--- src/rtl/booth_mult_seq.sv ---
// rtl/booth_mult_seq.sv - sequential radix-4 Booth multiplier, one digit per cycle, signed or unsigned
module booth_mult_seq #(
    parameter int WIDTH = 24
) (
    input  logic                 clk,
    input  logic                 rst,
    input  logic                 start,
    input  logic                 tc,
    input  logic [WIDTH-1:0]     a,
    input  logic [WIDTH-1:0]     b,
    output logic                 busy,
    output logic                 done,
    output logic [2*WIDTH-1:0]   product
);

    localparam int N     = WIDTH / 2 + 1;
    localparam int ACC_W = 2 * WIDTH + 2;
    localparam int MUL_W = WIDTH + 3;
    localparam int CNT_W = $clog2(N + 1);

    localparam logic [ACC_W-1:0] ACC_ONE  = ACC_W'(1);
    localparam logic [CNT_W-1:0] CNT_ONE  = CNT_W'(1);
    localparam logic [CNT_W-1:0] CNT_LAST = CNT_W'(N - 1);

    typedef enum logic [1:0] {IDLE, RUN, DONE} state_t;

    state_t               state_q, state_d;
    logic [ACC_W-1:0]     mcand_q, mcand_d;
    logic [MUL_W-1:0]     mult_q, mult_d;
    logic [ACC_W-1:0]     acc_q, acc_d;
    logic [CNT_W-1:0]     cnt_q, cnt_d;
    logic [2*WIDTH-1:0]   product_q, product_d;

    logic                 accept;
    logic                 a_sign;
    logic                 b_sign;
    logic [ACC_W-1:0]     pp;
    logic [ACC_W-1:0]     acc_sum;

    assign accept = start && (state_q != RUN);
    assign a_sign = tc & a[WIDTH-1];
    assign b_sign = tc & b[WIDTH-1];

    // The multiplier register carries b[-1] = 0 in bit 0, so bits [2:0] are always the current triplet.
    always_comb begin
        pp = '0;
        case (mult_q[2:0])
            3'b001, 3'b010: pp = mcand_q;
            3'b011:         pp = mcand_q << 1;
            3'b100:         pp = ~(mcand_q << 1) + ACC_ONE;
            3'b101, 3'b110: pp = ~mcand_q + ACC_ONE;
            default:        pp = '0;
        endcase
    end

    assign acc_sum = acc_q + pp;

    always_comb begin
        state_d   = state_q;
        mcand_d   = mcand_q;
        mult_d    = mult_q;
        acc_d     = acc_q;
        cnt_d     = cnt_q;
        product_d = product_q;
        case (state_q)
            RUN: begin
                acc_d   = acc_sum;
                mcand_d = mcand_q << 2;
                mult_d  = {{2{mult_q[MUL_W-1]}}, mult_q[MUL_W-1:2]};
                cnt_d   = cnt_q + CNT_ONE;
                if (cnt_q == CNT_LAST) begin
                    product_d = acc_sum[2*WIDTH-1:0];
                    state_d   = DONE;
                end
            end
            default: begin
                if (state_q == DONE) begin
                    state_d = IDLE;
                end
                if (accept) begin
                    mcand_d = {{(ACC_W-WIDTH){a_sign}}, a};
                    mult_d  = {{2{b_sign}}, b, 1'b0};
                    acc_d   = '0;
                    cnt_d   = '0;
                    state_d = RUN;
                end
            end
        endcase
    end

    always_ff @(posedge clk) begin
        if (rst) begin
            state_q   <= IDLE;
            mcand_q   <= '0;
            mult_q    <= '0;
            acc_q     <= '0;
            cnt_q     <= '0;
            product_q <= '0;
        end else begin
            state_q   <= state_d;
            mcand_q   <= mcand_d;
            mult_q    <= mult_d;
            acc_q     <= acc_d;
            cnt_q     <= cnt_d;
            product_q <= product_d;
        end
    end

    assign busy    = (state_q == RUN);
    assign done    = (state_q == DONE);
    assign product = product_q;

endmodule

--- config.mk ---
export PLATFORM = sky130hd
export DESIGN_NAME = booth_mult_seq
export DESIGN_NICKNAME = d
export VERILOG_FILES = /design/src/rtl/booth_mult_seq.sv
export SDC_FILE = /design/constraint.sdc
export NUM_CORES = 1
export LEC_CHECK = 0
export CAP_MARGIN = 20
export CORE_MARGIN = 3
export CORE_UTILIZATION = 50
export CTS_CLUSTER_DIAMETER = 100
export DETAILED_ROUTE_END_ITERATION = 8
export GPL_TIMING_DRIVEN = 0
export PLACE_DENSITY = 0.7
export SYNTH_ARGS = -nofsm -noshare
export SYNTH_HDL_FRONTEND = slang
export SYNTH_SLANG_ARGS = --single-unit
--- constraint.sdc ---
create_clock -name clk -period 7.3 [get_ports clk]
set_input_delay 1.46 -clock clk [delete_from_list [all_inputs] [get_ports clk]]
set_output_delay 1.46 -clock clk [all_outputs]
set_load 0.05 [all_outputs]
Word level (Yosys, flattened, before mapping)
Cells that the tools add are included.
Storage, ports and cells
  bits in registers: 181
  input port bits: 52
  output and inout bits: 50
Operators by class
  $add $sub $neg: 4
  equality and inequality tests: 11
  muxes and demuxes: 13
  bitwise operators: 5
  reduce and logical (&&, ||, !) cells: 9
Operators with widths (count)
  $mux W50: 4
  $pmux W50 S4: 1
  $add A50 B1 Y50 const B: 2
  $not A50 Y50: 2
  $mux W26: 2
  $add A50 B50 Y50: 1
  $eq A3 B3 Y1 const B: 3
  $mux W2: 4
  $mux W4: 2
  $eq A3 B2 Y1 const B: 2
  $reduce_and A2 Y1: 3
  $reduce_or A2 Y1: 3
  $add A4 B1 Y4 const B: 1
  $eq A4 B4 Y1 const B: 1
  $ne A2 B1 Y1 const B: 2
  $eq A3 B1 Y1 const B: 1
  $reduce_bool A3 Y1: 1
  $and A1 B1 Y1: 2
  $eq A2 B1 Y1 const B: 1
  $eq A2 B2 Y1 const B: 1
  $reduce_bool A2 Y1: 1
  $logic_and A1 B1 Y1: 1
  $not A1 Y1: 1

Longest topological paths before layout
Gate-level depths: netlist of run 1.
  word-level depth: 5
  gate-level depth with buffers: 21
  mapped depth without buffers: 19

Worst setup path before layout of run 1
No wires, ideal clock.
  path type: reg2reg
  start point: reg mcand_q[11]
  end point: reg acc_q[47]
  data arrival time: 5.268 ns
  slack: 1.970 ns
  stages on the path, launching flop included: 20
  path buffers: 2
  period minus slack after synthesis: 5.330 ns
  cell sequence: dfxtp_1 -> clkbuf_1 -> or4_1 -> or4_1 -> or2_2 -> or4b_2 -> nand2_1 -> xor2_1 -> nor2_1 -> a221o_1 -> ha_1 -> clkbuf_1 -> nand2_1 -> o21ai_0 -> a2111oi_0 -> nor3b_1 -> a211o_1 -> o21a_1 -> or4b_1 -> nand3_1
On the way
  word-level cells in the longest chain between the ends: 5
  elaborated cells on any way between the ends: 7
RTL lines
  start, declared: RTL line 28  | logic [ACC_W-1:0] mcand_q, mcand_d;
  start signal, assigned: RTL line 101  | mcand_q <= mcand_d;
  $not A50 Y50 (on tied branches): RTL line 51, 50
  $add A50 B1 Y50 (on tied branches): RTL line 51, 50
  $pmux W50 S4 *: RTL line 47  | case (mult_q[2:0])
  $add A50 B50 Y50 *: RTL line 56  | assign acc_sum = acc_q + pp;
  $mux W50 *: RTL line 65  | case (state_q)
  end signal, assigned: RTL line 96  | acc_q <= '0;
  end signal, assigned: RTL line 103  | acc_q <= acc_d;
  end, declared: RTL line 30  | logic [ACC_W-1:0] acc_q, acc_d;
Mark *: on every way between the ends. The rest lies on a longest branch, timed or not.
A chain may end at the register's enable or synchronous reset.

Final worst setup path of run 1
  start point: reg mcand_q[5]
  end point: reg product_q[42], in the netlist product[42]
On the way
  word-level cells in the longest chain between the ends: 4
  elaborated cells on any way between the ends: 6
RTL lines
  $not A50 Y50 (on tied branches): RTL line 51, 50
  $add A50 B1 Y50 (on tied branches): RTL line 51, 50
  $pmux W50 S4 *: RTL line 47
  $add A50 B50 Y50 *: RTL line 56
  end signal, assigned: RTL line 105  | product_q <= product_d;
  end, declared: RTL line 32  | logic [2*WIDTH-1:0] product_q, product_d;
Marked as above.

==> results of run 1 <==
[routing by layer]
layer | vias to the layer above | wire length (um) | global-route usage, %
li1 | 6495 | - | -
met1 | 6435 | 21210 | 45.79
met2 | 619 | 20930 | 52.49
met3 | 119 | 3643 | 4.880
met4 | 2 | 1724 | 12.27
met5 | - | 8 | 0
[synth_stat cells, types with 22 or more instances]
cell,n
clkbuf_1,130
mux2i_1,52
xor2_1,36
dfxtp_1,177
o21ai_0,66
a21oi_1,222
nand2_1,195
a31oi_1,22
nor3_1,42
nor2_1,205
nor3b_1,64
ha_1,52
inv_1,23
xnor2_1,68
a221oi_1,24
nand3_1,23
a22oi_1,23
buf_1,25
[path summary, 6_finish.rpt]
path	from	to	slack (ns)	cells after the start
worst max-delay path	mcand_q[5]	product[42]	0.59	19
worst min-delay path	product[26]	product[26]	0.45	2
worst max register to register	mcand_q[5]	product[42]	0.59	19
worst min register to register	product[26]	product[26]	0.45	2
[sequential cells by signal, indices dropped and copies added, names as in the netlist]
register / cells
mult_q: 27
product: 48
cnt_q: 4
state_q: 2
mcand_q: 48
acc_q: 48
[report_power, final]
part / internal [mW] / switching [mW] / leakage, nW / total, mW
clock: 0.478 / 0.464 / 0.289 / 0.942
sequential: 1.00 / 0.0217 / 1.44 / 1.02
combinational: 0.233 / 0.458 / 3.81 / 0.691
[layout make-up]
type                       count  share of cell area [%]
sequential                   177                   23.85
multi-input combinational   1379                   57.81
clock inverter                12                  0.7833
clock buffer                  20                   3.142
inverter                      23                  0.5812
tap                          330                   2.779
buffer                       161                   4.161
timing repair buffer         103                   6.890
[cell families (layout without fill, tap and decap cells)]
group / count (synthesis) / in the layout / share of synthesized area, %
AO/OA/AOI/OAI: 506 / 506 / 24.95
XOR/XNOR: 104 / 104 / 7.096
adder cells (fa/ha/maj): 53 / 53 / 5.225
buffers and inverters: 184 / 319 / 5.488
flip-flops: 177 / 177 / 27.61
multiplexers: 61 / 61 / 4.845
AND/OR/NAND/NOR: 655 / 655 / 24.79
[stage by stage]
step | utilization (%) | cells | hold WS [ns] | cell area (um^2) | total power [mW]
after CTS | 58.94 | 2203 | 0.4573 | 14840 | 2.637
after global placement | 56.63 | 2171 | 0.4411 | 14260 | 1.703
after global routing | 58.99 | 2205 | 0.4713 | 14860 | 2.755
after floorplan | - | 1740 | 0.4315 | 12840 | 1.496
final | 58.99 | 2205 | 0.4544 | 14860 | 2.655
after detailed placement | 56.63 | 2171 | 0.4474 | 14260 | 1.709
[worst register-to-register path: stages, from the launching register on]
cell      delay [ns]
dfxtp_1         0.31
clkbuf_1        0.25
nor3_1          0.78
nand2_1         0.43
or2_2           0.39
clkbuf_1        0.24
or4_1           0.51
nand2_1         0.11
xnor2_1         0.16
nand2_1         0.09
a31oi_1         0.42
ha_1            0.32
clkbuf_1        0.18
nand2_1         0.19
o21ai_0         0.25
or3_1           0.40
nor4_1          0.76
nor4_1          0.30
or3_1           0.44
o211ai_1        0.10
==> flow_summary.toml, run 1 <==
[yosys]
yosysTopAreaCellShare_pct = 27.61
synth_area_mm2 = 0.01284
yosys_warnings = 0
synth-main-ff-cell = "dfxtp_1"
synth_nets = 1845
netlist_instances = 1740
synth_edf_count = 0
ys_seq_elements = 177
synth_area_leaders = "dfxtp_1 28%, a21oi_1 8.7%, nor2_1 6.0%"
synth_cell_types = 73
synthArstFlopShare_pct = 0
avgSynthCellArea_um2 = 7.377
yosys.area.top_type = "dfxtp_1"
ys_seq_area_share_pct = 27.61

[sta]
drv_slew = 0
tightest_slew_ns = 1.092
max_freq_ghz = 0.1491
slew_headroom_pct = 26.30
hold_violations = 0
rsz0062_at_grt = "false"
finClkSkew_ns = 0.01995
setup_violations = 0
worst_slack_ns = 0.5916
fin_crit_sh_pct = 91.90
fin_tns_setup_ns = 0
period_minus_slack_ns = 6.708

[cts]
root_buffer = "clkbuf_16"
cts_buffers = 17
cts_hold_buf = 0
clk_pin_slew_ns = 0.08
clkSinkCount = 177
h-tree-depth = 4
clockBufferDepth = 2
cts_tree = "yes"
post_cts_buffers = 0
cts_resized = 0
clk_latency_ns = 0.45

[floorplan]
pin_count = 102
die_h_um = 166.2
start_util_pct = 50.97
rows = 58
core_mm2 = 0.02518
die_width_um = 166.2
die_area_mm2 = 0.02763

[setup_path]
cp_top_family = "simple AND/OR/NAND/NOR gates"
cp-start-kind = "flip-flop"
crit_required_ns = 7.67
crit_buf_inv = 3
crit_fanout = 10
setup.worst_path.class = "flip-flop to flip-flop"
critPathSlowestCell = "nor3_1"
critPathMaxStageDelay_ns = 0.78
endpoint_kind = "flip-flop"
crit_chain = "clkbuf_1 > nor3_1 > nand2_1 > or2_2 > clkbuf_1 > or4_1 > nand2_1 > xnor2_1 > nand2_1 > a31oi_1 > ha_1 > clkbuf_1 > nand2_1 > o21ai_0 > or3_1 > nor4_1 > nor4_1 > or3_1 > o211ai_1"
cpMostUsedCell = "nand2_1"
critPathArrivalTime_ns = 7.08

[final_layout]
multi_input_area_mm2 = 0.008588
seq_area_mm2 = 0.003543
syn2layout_area_growth_pct = 15.73
final_common_cell = "a21oi_1"
drive_above_1_share_pct = 3.733
nFillCells = 2438
final_cell_mix = "222 x a21oi_1, 205 x nor2_1, 195 x nand2_1, 177 x dfxtp_1, 130 x clkbuf_1"
finalNetCount = 1967
antenna_cells = 0

[grt]
grt_usage_pct = 33.05
antenna_found_initial = 1
grt_pass1_vias = 12850
grt_pass1_wl_um = 72750
overflow = 0
grt_max_degree = 18

[drt]
finalWirelength_um = 47520
vias = 13670
route.detailed.vias_per_inst = 6.200
firstDrtPassIters = 5
drtIter0Drc = 1323
antenna_left = 0
drc = 0
wl_per_cell_um = 21.55

[pwr]
p_leak_nw = 5.538
p_per_area_mw_per_mm2 = 178.7
vdd_drop_max_v = 0.0001589

[place]
gp_congestion = 1.031
dpl.hpwl_um = 35800
port_buffers = 101
pre_cts_ws_ns = 0.4324

[hold_path]
hp-class = "flip-flop to flip-flop"

[flow_run]
cap_violations = 0

[status]
status = "complete, no violations"
Power figures use the tool's default switching activity.
==> run 2, diff against run 1 <==
Settings changed: CAP_MARGIN 20 to default, CTS_CLUSTER_SIZE from default to 30.
==> flow_summary.toml, run 2 (same netlist as run 1, synthesis figures left out) <==
[cts]
clkSinkCount = 177
root_buffer = "clkbuf_16"
clk_latency_ns = 0.45
cts_buffers = 17
cts_tree = "yes"
cts_hold_buf = 0
clk_pin_slew_ns = 0.08
h-tree-depth = 4
clockBufferDepth = 2

[floorplan]
die_h_um = 166.2
die_area_mm2 = 0.02763
rows = 58
pin_count = 102
die_width_um = 166.2
start_util_pct = 50.97
core_mm2 = 0.02518

[place]
pre_cts_ws_ns = 0.4324
port_buffers = 101
dpl.hpwl_um = 35800
gp_congestion = 1.031

[grt]
grt_pass1_wl_um = 72750
grt_max_degree = 18
grt_pass1_vias = 12850
grt_usage_pct = 33.05
antenna_found_initial = 1
overflow = 0

[pwr]
vdd_drop_max_v = 0.0001596
p_per_area_mw_per_mm2 = 178.9
p_leak_nw = 5.532

[final_layout]
final_cell_mix = "222 x a21oi_1, 205 x nor2_1, 195 x nand2_1, 177 x dfxtp_1, 130 x clkbuf_1"
seq_area_mm2 = 0.003543
nFillCells = 2439
final_common_cell = "a21oi_1"
antenna_cells = 0
drive_above_1_share_pct = 3.684
finalNetCount = 1965
multi_input_area_mm2 = 0.008593
syn2layout_area_growth_pct = 15.67

[sta]
hold_violations = 0
tightest_slew_ns = 1.259
fin_crit_sh_pct = 91.00
max_freq_ghz = 0.1505
setup_violations = 0
drv_slew = 0
fin_tns_setup_ns = 0
period_minus_slack_ns = 6.643
rsz0062_at_grt = "false"
worst_slack_ns = 0.6570
finClkSkew_ns = 0.02005
slew_headroom_pct = 15.47

[drt]
route.detailed.vias_per_inst = 6.222
drc = 0
drtIter0Drc = 1333
finalWirelength_um = 47560
vias = 13710
firstDrtPassIters = 8
wl_per_cell_um = 21.59
antenna_left = 0

[setup_path]
critPathArrivalTime_ns = 7.04
endpoint_kind = "flip-flop"
crit_fanout = 10
cp-start-kind = "flip-flop"
setup.worst_path.class = "flip-flop to flip-flop"
crit_required_ns = 7.70

[flow_run]
cap_violations = 0

[status]
status = "complete, no violations"

[hold_path]
hp-class = "flip-flop to flip-flop"
run 2: changes by cell type in the layout (fill, tap and decap cells not counted), sizes merged:
cell	change
buf	-1
clkbuf	-1
run 2: worst max-delay path, cell delays in order (launching register included):
cell      delay, ns
dfxtp_1        0.30
clkbuf_1       0.22
or4_1          0.61
or4_1          0.48
or2_2          0.37
or4b_2         0.66
nand2_1        0.11
xor2_1         0.15
nor2_1         0.05
a221o_1        0.40
ha_1           0.31
clkbuf_1       0.29
nand2_1        0.11
nor2_1         0.22
nand3_1        0.16
a211oi_1       0.77
o21ai_0        0.38
o31a_1         0.42
or4_1          0.49
nand3_1        0.09
run 2: what timing repair did:
action | CTS | global route
gates resized for setup | 0 | 1
setup buffers | 0 | 0
endpoints found under the setup margin | 0 | 5
run 2: layout make-up:
class	count	share of cell area, %
sequential	177	23.86
clock inverter	12	0.7837
buffer	161	4.163
inverter	23	0.5814
timing repair buffer	101	6.809
multi-input combinational	1379	57.87
tap	330	2.781
clock buffer	20	3.143
run 2: metrics by stage:
step / hold WS (ns) / total power, mW / util, % / instances / instance area, um^2
floorplan: 0.4315 / 1.496 / - / 1740 / 12840
global placement: 0.4411 / 1.703 / 56.63 / 2171 / 14260
detailed placement: 0.4474 / 1.709 / 56.63 / 2171 / 14260
CTS: 0.4573 / 2.637 / 58.94 / 2203 / 14840
global route: 0.4713 / 2.754 / 58.96 / 2203 / 14850
finish: 0.4539 / 2.656 / 58.96 / 2203 / 14850
run 2: worst paths after layout:
| kind | startpoint | end | slack (ns) | depth (start not counted) |
|---|---|---|---|---|
| worst min-delay path | product[26] | product[26] | 0.45 | 2 |
| worst max-delay path | mcand_q[11] | product[35] | 0.66 | 19 |
| worst min register to register | product[26] | product[26] | 0.45 | 2 |
| worst max register to register | mcand_q[11] | product[35] | 0.66 | 19 |
run 2: where the power goes:
part           internal (mW)  switching [mW]  leakage [nW]  total [mW]
Clock                  0.478           0.466         0.289       0.945
Sequential              1.00          0.0216          1.44        1.02
Combinational          0.232           0.458          3.81       0.690
Total                   1.71           0.946          5.53        2.66
run 2: metal layers:
metal,up-vias,track usage (%),wire length [um]
met3,112,4.880,3855
met1,6466,45.79,20990
met4,2,12.27,1705
met2,634,52.49,21010
met5,-,0,8
li1,6493,-,-
==> run 3, diff against run 2 <==
Settings changed: CTS_CLUSTER_SIZE 30 to 10.
==> results of run 3 <==
Final layout, timing and power as in run 2 (identical DEF).
